[src/rtl/data_mem_lat.sv]
// rtl/data_mem_lat.sv - multi-cycle data memory with a fixed-latency busy_wait stall.
// Optional: define DATA_MEM_CLEAR_EN to zero the whole array after every reset release.
module data_mem_lat #(
  parameter int DATA_W  = 8,
  parameter int ADDR_W  = 8,
  parameter int LATENCY = 4
) (
  input  logic              clk,
  input  logic              rst,
  input  logic              read,
  input  logic              write,
  input  logic [ADDR_W-1:0] address,
  input  logic [DATA_W-1:0] write_data,
  output logic [DATA_W-1:0] read_data,
  output logic              busy_wait,
  output logic              req_err
);
  localparam int DEPTH = 2 ** ADDR_W;
  localparam int CNT_W = $clog2(LATENCY + 1);

  if (LATENCY < 1 || LATENCY > 255) begin : g_bad_latency
    $error("data_mem_lat: LATENCY must be in 1..255");
  end

`ifdef DATA_MEM_CLEAR_EN
  typedef enum logic [1:0] {IDLE, BUSY, DONE, CLEAR} state_t;
  localparam state_t RESET_STATE = CLEAR;
`else
  typedef enum logic [1:0] {IDLE, BUSY, DONE} state_t;
  localparam state_t RESET_STATE = IDLE;
`endif

  state_t            state, state_next;
  logic              op_read;
  logic [ADDR_W-1:0] op_addr;
  logic [DATA_W-1:0] op_data;
  logic [CNT_W-1:0]  count;
  logic [DATA_W-1:0] mem [DEPTH];

  logic              request, accept, commit, busy_raw;
  logic              commit_rd;
  logic [ADDR_W-1:0] commit_addr;
  logic [DATA_W-1:0] commit_data;
  logic              mem_we;
  logic [ADDR_W-1:0] mem_waddr;
  logic [DATA_W-1:0] mem_wdata;
`ifdef DATA_MEM_CLEAR_EN
  logic [ADDR_W-1:0] clr_addr;
`endif

  assign request   = read ^ write;
  assign busy_wait = rst & busy_raw;

  always_ff @(posedge clk or negedge rst) begin
    if (!rst) state <= RESET_STATE;
    else      state <= state_next;
  end

  always_comb begin
    state_next  = state;
    accept      = 1'b0;
    commit      = 1'b0;
    busy_raw    = 1'b0;
    commit_rd   = op_read;
    commit_addr = op_addr;
    commit_data = op_data;
    mem_we      = 1'b0;
    mem_waddr   = op_addr;
    mem_wdata   = op_data;
    case (state)
      IDLE: begin
        busy_raw = request;
        if (request) begin
          accept = 1'b1;
          // With single-cycle latency nothing is latched yet, so commit from the live inputs
          commit_rd   = read;
          commit_addr = address;
          commit_data = write_data;
          if (LATENCY == 1) begin
            commit     = 1'b1;
            state_next = DONE;
          end else begin
            state_next = BUSY;
          end
        end
      end
      BUSY: begin
        busy_raw = 1'b1;
        if (count == CNT_W'(1)) begin
          commit     = 1'b1;
          state_next = DONE;
        end
      end
      DONE: state_next = IDLE;
`ifdef DATA_MEM_CLEAR_EN
      CLEAR: begin
        busy_raw  = 1'b1;
        mem_we    = rst;
        mem_waddr = clr_addr;
        mem_wdata = '0;
        if (clr_addr == ADDR_W'(DEPTH - 1)) state_next = DONE;
      end
`endif
      default: state_next = IDLE;
    endcase
    if (commit && !commit_rd) begin
      mem_we    = rst;
      mem_waddr = commit_addr;
      mem_wdata = commit_data;
    end
  end

  always_ff @(posedge clk or negedge rst) begin
    if (!rst) begin
      op_read   <= 1'b0;
      op_addr   <= '0;
      op_data   <= '0;
      count     <= '0;
      read_data <= '0;
      req_err   <= 1'b0;
    end else begin
      req_err <= (state == IDLE) && read && write;
      if (accept) begin
        op_read <= read;
        op_addr <= address;
        op_data <= write_data;
        count   <= CNT_W'(LATENCY - 1);
      end else if (state == BUSY) begin
        count <= count - CNT_W'(1);
      end
      if (commit && commit_rd) read_data <= mem[commit_addr];
    end
  end

`ifdef DATA_MEM_CLEAR_EN
  always_ff @(posedge clk or negedge rst) begin
    if (!rst)                clr_addr <= '0;
    else if (state == CLEAR) clr_addr <= clr_addr + 1'b1;
  end
`endif

  always_ff @(posedge clk) begin
    if (mem_we) mem[mem_waddr] <= mem_wdata;
  end

endmodule

[config.mk]
export PLATFORM = sky130hd
export DESIGN_NAME = data_mem_lat
export DESIGN_NICKNAME = d
export VERILOG_FILES = /design/src/rtl/data_mem_lat.sv
export SDC_FILE = /design/constraint.sdc
export NUM_CORES = 2
export LEC_CHECK = 0
export ABC_AREA = 1
export CORE_MARGIN = 2
export CORE_UTILIZATION = 50
export DETAILED_ROUTE_END_ITERATION = 16
export PLACE_DENSITY = 0.68
export SYNTH_ARGS = -nofsm -noshare
export SYNTH_HDL_FRONTEND = slang
export SYNTH_SLANG_ARGS = --single-unit
[constraint.sdc]
create_clock -name clk -period 5 [get_ports clk]
set_clock_uncertainty 0.1 [all_clocks]
set_input_delay 0.75 -clock clk [delete_from_list [all_inputs] [get_ports clk]]
set_output_delay 0.75 -clock clk [all_outputs]
set_load 0.005 [all_outputs]
==> metrics.txt <==
outcome=completed; post-cts resize count=0; Initial Util=0.5039; biggest cell delay along the critical path=860 ps; Finish-stage setup viols=0; count of standard-cell rows=150; number of clock sinks=2079; number of cells traversed by the worst register-to-register path=15; CP delay by family, top=buffers and inverters; nets in the synthesized netlist=7136; buffers from clock root to sink, at most=3; post-synthesis sequential element count=2079; Synth Flop Type=edfxtp_1; # H-tree levels=4; DP Cell Count=9167; main area contributors after synthesis=edfxtp_1 (73%), nand3_1 (12%), nand2_1 (9.5%), buf_2 (1.9%), nor2_1 (1.3%); detail-routed net length per standard cell=23.99 um; area fraction of the dominant cell type after synthesis=0.7290; post-CTS setup buffers=0; register share of total power=0.371; Power Density=637.7 nW/um2; vertical extent of the die=414.8 um; max-cap violation count=0; insertion delay to the later sink of the worst-skew pair=820 ps; beginning of the worst register-to-register path=state[0]; total negative slack for setup checks=0 ps; Synth warnings=0; Critical-path top delay cell=o21ai_4; remaining global-route overflow=0; instance count on the critical path=13; number of buffers created by CTS=204; commonest cells in the synthesized netlist=nand2_1 (2128), nand3_1 (2053), edfxtp_1 (2048), buf_2 (318), nor2_1 (286); Critical Path Fanout Max=27; Slew Viols, Final=0; combinational fraction of design power=0.385; Hold Vio Cnt, Final=0; IO Port Bufs=29; root buffer selected by CTS=clkbuf_16; most instantiated library cell after synthesis=nand2_1; Post-Place Worst Slack=388.8 ps; depth of the worst hold-timing path=3; net switching power figure=24.38 mW; proportion of total power due to net switching=0.4037; cell type with the highest occurrence count on the critical path=nand3_1; Hold-fix buffers, CTS=1; Max-Slew Margin vs Limit=0.2528; hold worst-path end=op_data[2]; sequential fraction of the synthesis area=0.7382; path class of the lowest-slack min-delay path=input pin to register; maximum number of pins on one net before global-route repair=180; Fmax=255.4 MHz; EDFF count, synth=2048; critical-path cell list=clkdlybuf4s50_1 > nand2_2 > nand3_4 > inv_2 > buf_4 > o21ai_4 > inv_1 > buf_4 > nand3_1 > nand3_1 > nand3_1 > nand3_1 > nand2_1; residual DRC count=0; DP Wirelength=133.7 mm; actual transition at the worst max-transition pin=1117 ps; Required @ worst endpoint=5660 ps; Final WS setup=1084 ps; Yosys top cell by area=edfxtp_1; Tot GR Track Use=0.2630; first-pass GRT wire length=343.5 mm; post-synth design cell area=84360 um2; post-synthesis instance total=7114; post-synthesis to final-layout area growth=12.26%; buffers plus inverters on the worst setup path=5; fraction of final layout cells with drive strength greater than 1=0.08541; Final period util=0.7831; part of the power in the clock network=0.244; post-detailed-route count of antenna-violating nets=0; slack of the worst reg-to-reg path=1130 ps; RD Place Congestion=0.9137; Reg2Reg Capture Point=read_data[3]; die extent in x=414.8 um; FILL cells=13350; crit start category=input pin; non-filler instance count after layout=9564; type of the worst setup path=input pin to register; number of antenna violations at the first check in global routing=4; number of global-route vias before repair=54140; Worst setup EP type=register; CTS clk-pin slew, worst paths=60 ps; count of nets after finishing=7192; detailed-route vias per instance=5.908; Post-Synthesis Mean Instance Area=11.86 um2; routed via count=56500; TritonCTS clock tree=built; Detailed Route Iter0 Violations=7476; post-synthesis cell type count=28; LEAKAGE=32.89 nW; DIE AREA=172000 um2; Core ar.=167400 um2; Post-synth ARST share=0.01491; Max IR drop VDD=561.4 uV; Internal Dissipation=36.01 mW; signal arrival time at the worst endpoint=4580 ps; Pre-antenna DRT Iters=6; worst min-delay path startpoint=write_data[2]; I/O pin count=30; unrepaired setup endpoints after global routing=false; final wirelength=229.5 mm; Design Power=60.39 mW; Final Critical Period=3916 ps
## power by group through the flow
stage                     combinational (mW)  clock [mW]  sequential, mW
final                                   23.2        14.7            22.4
after detailed placement                22.9           0            22.8
after floorplan                         14.6           0            22.5
after global routing                    25.0        15.5            22.4
after CTS                               23.0        14.8            22.4
after global placement                  22.7           0            22.7
## logic make-up (layout without fill, tap and decap cells)
family | after synthesis | after routing | share of synthesized area
compound gates | 12 | 12 | 0.0009344
fa+ha+maj | 2 | 2 | 0.0002966
flops | 2079 | 2079 | 0.7382
buf+inv | 537 | 764 | 0.02981
simple gates | 4484 | 4484 | 0.2307
other cells | 0 | 19 | 0
## worst max path at each step
stage | endpoint | startpoint | slack, ps
after floorplan | mem[152][0] | write | 2030
after CTS | read_data[3] | state[0] | 1200
final | read_data[4] | read | 1080
after detailed placement | read_data[3] | read | 390
after global routing | read_data[3] | state[0] | 970
after global placement | read_data[3] | read | 380
## sequential cells by signal, indices dropped and copies added (netlist names)
signal,flops
mem,2048
op_addr,8
op_data,8
read_data,8
count,3
state,2
op_read,1
req_err,1
## final cells by class
| cell class | instances | area [um2] | share of cell area |
|---|---|---|---|
| flip-flops and latches | 2079 | 62300 | 0.6579 |
| multi-input cells | 4498 | 19670 | 0.2077 |
| clock buffers | 248 | 5376 | 0.05677 |
| repair buffers | 338 | 3358 | 0.03546 |
| well taps | 2204 | 2758 | 0.02912 |
| clock inverters | 129 | 998.5 | 0.01054 |
| inverters | 49 | 193.9 | 0.002048 |
| diodes | 19 | 47.55 | 0.0005020 |
## tightest hold or removal path, stage by stage
cell and delay (ps):
clkdlybuf4s50_1 410, nand2_1 70, nand2_1 40
## cell usage in the layout, fill, tap and decap left out, types with 8 or more instances in the layout
cell type / synthesis / final
buf_12: 0 / 60
buf_4: 25 / 248
bufinv_16: 0 / 12
clkbuf_1: 104 / 39
clkbuf_16: 0 / 209
clkdlybuf4s50_1: 0 / 28
clkinv_1: 2 / 61
clkinv_2: 0 / 43
dfrtp_1: 31 / 23
dfrtp_4: 0 / 8
diode_2: 0 / 19
edfxtp_1: 2048 / 2048
inv_1: 43 / 42
nand2_1: 2128 / 2122
nand2_2: 5 / 8
nand3_1: 2053 / 2053
nor2_1: 286 / 286
## per-stage QoR
stage / util / hold slack, ps / area [um2]
2_1_floorplan: - / 348.0 / 84370
3_3_place_gp: 0.5273 / 391.3 / 88270
3_5_place_dp: 0.5273 / 399.9 / 88270
4_1_cts: 0.5654 / 336.5 / 94660
5_1_grt: 0.5657 / 360.4 / 94700
6_report: 0.5657 / 379.4 / 94700
## layer usage
metal  vias to the layer above  GRT usage  share of wire  wire [um]
met5                         -          0        0.00012         27
met4                         4     0.1208          0.046      10590
met3                       495    0.04518          0.092      21210
met2                      2884     0.4193           0.48     109600
met1                     27720     0.3552           0.38      88060
li1                      25400          -              -          -
(Power assumes the default switching activity.)
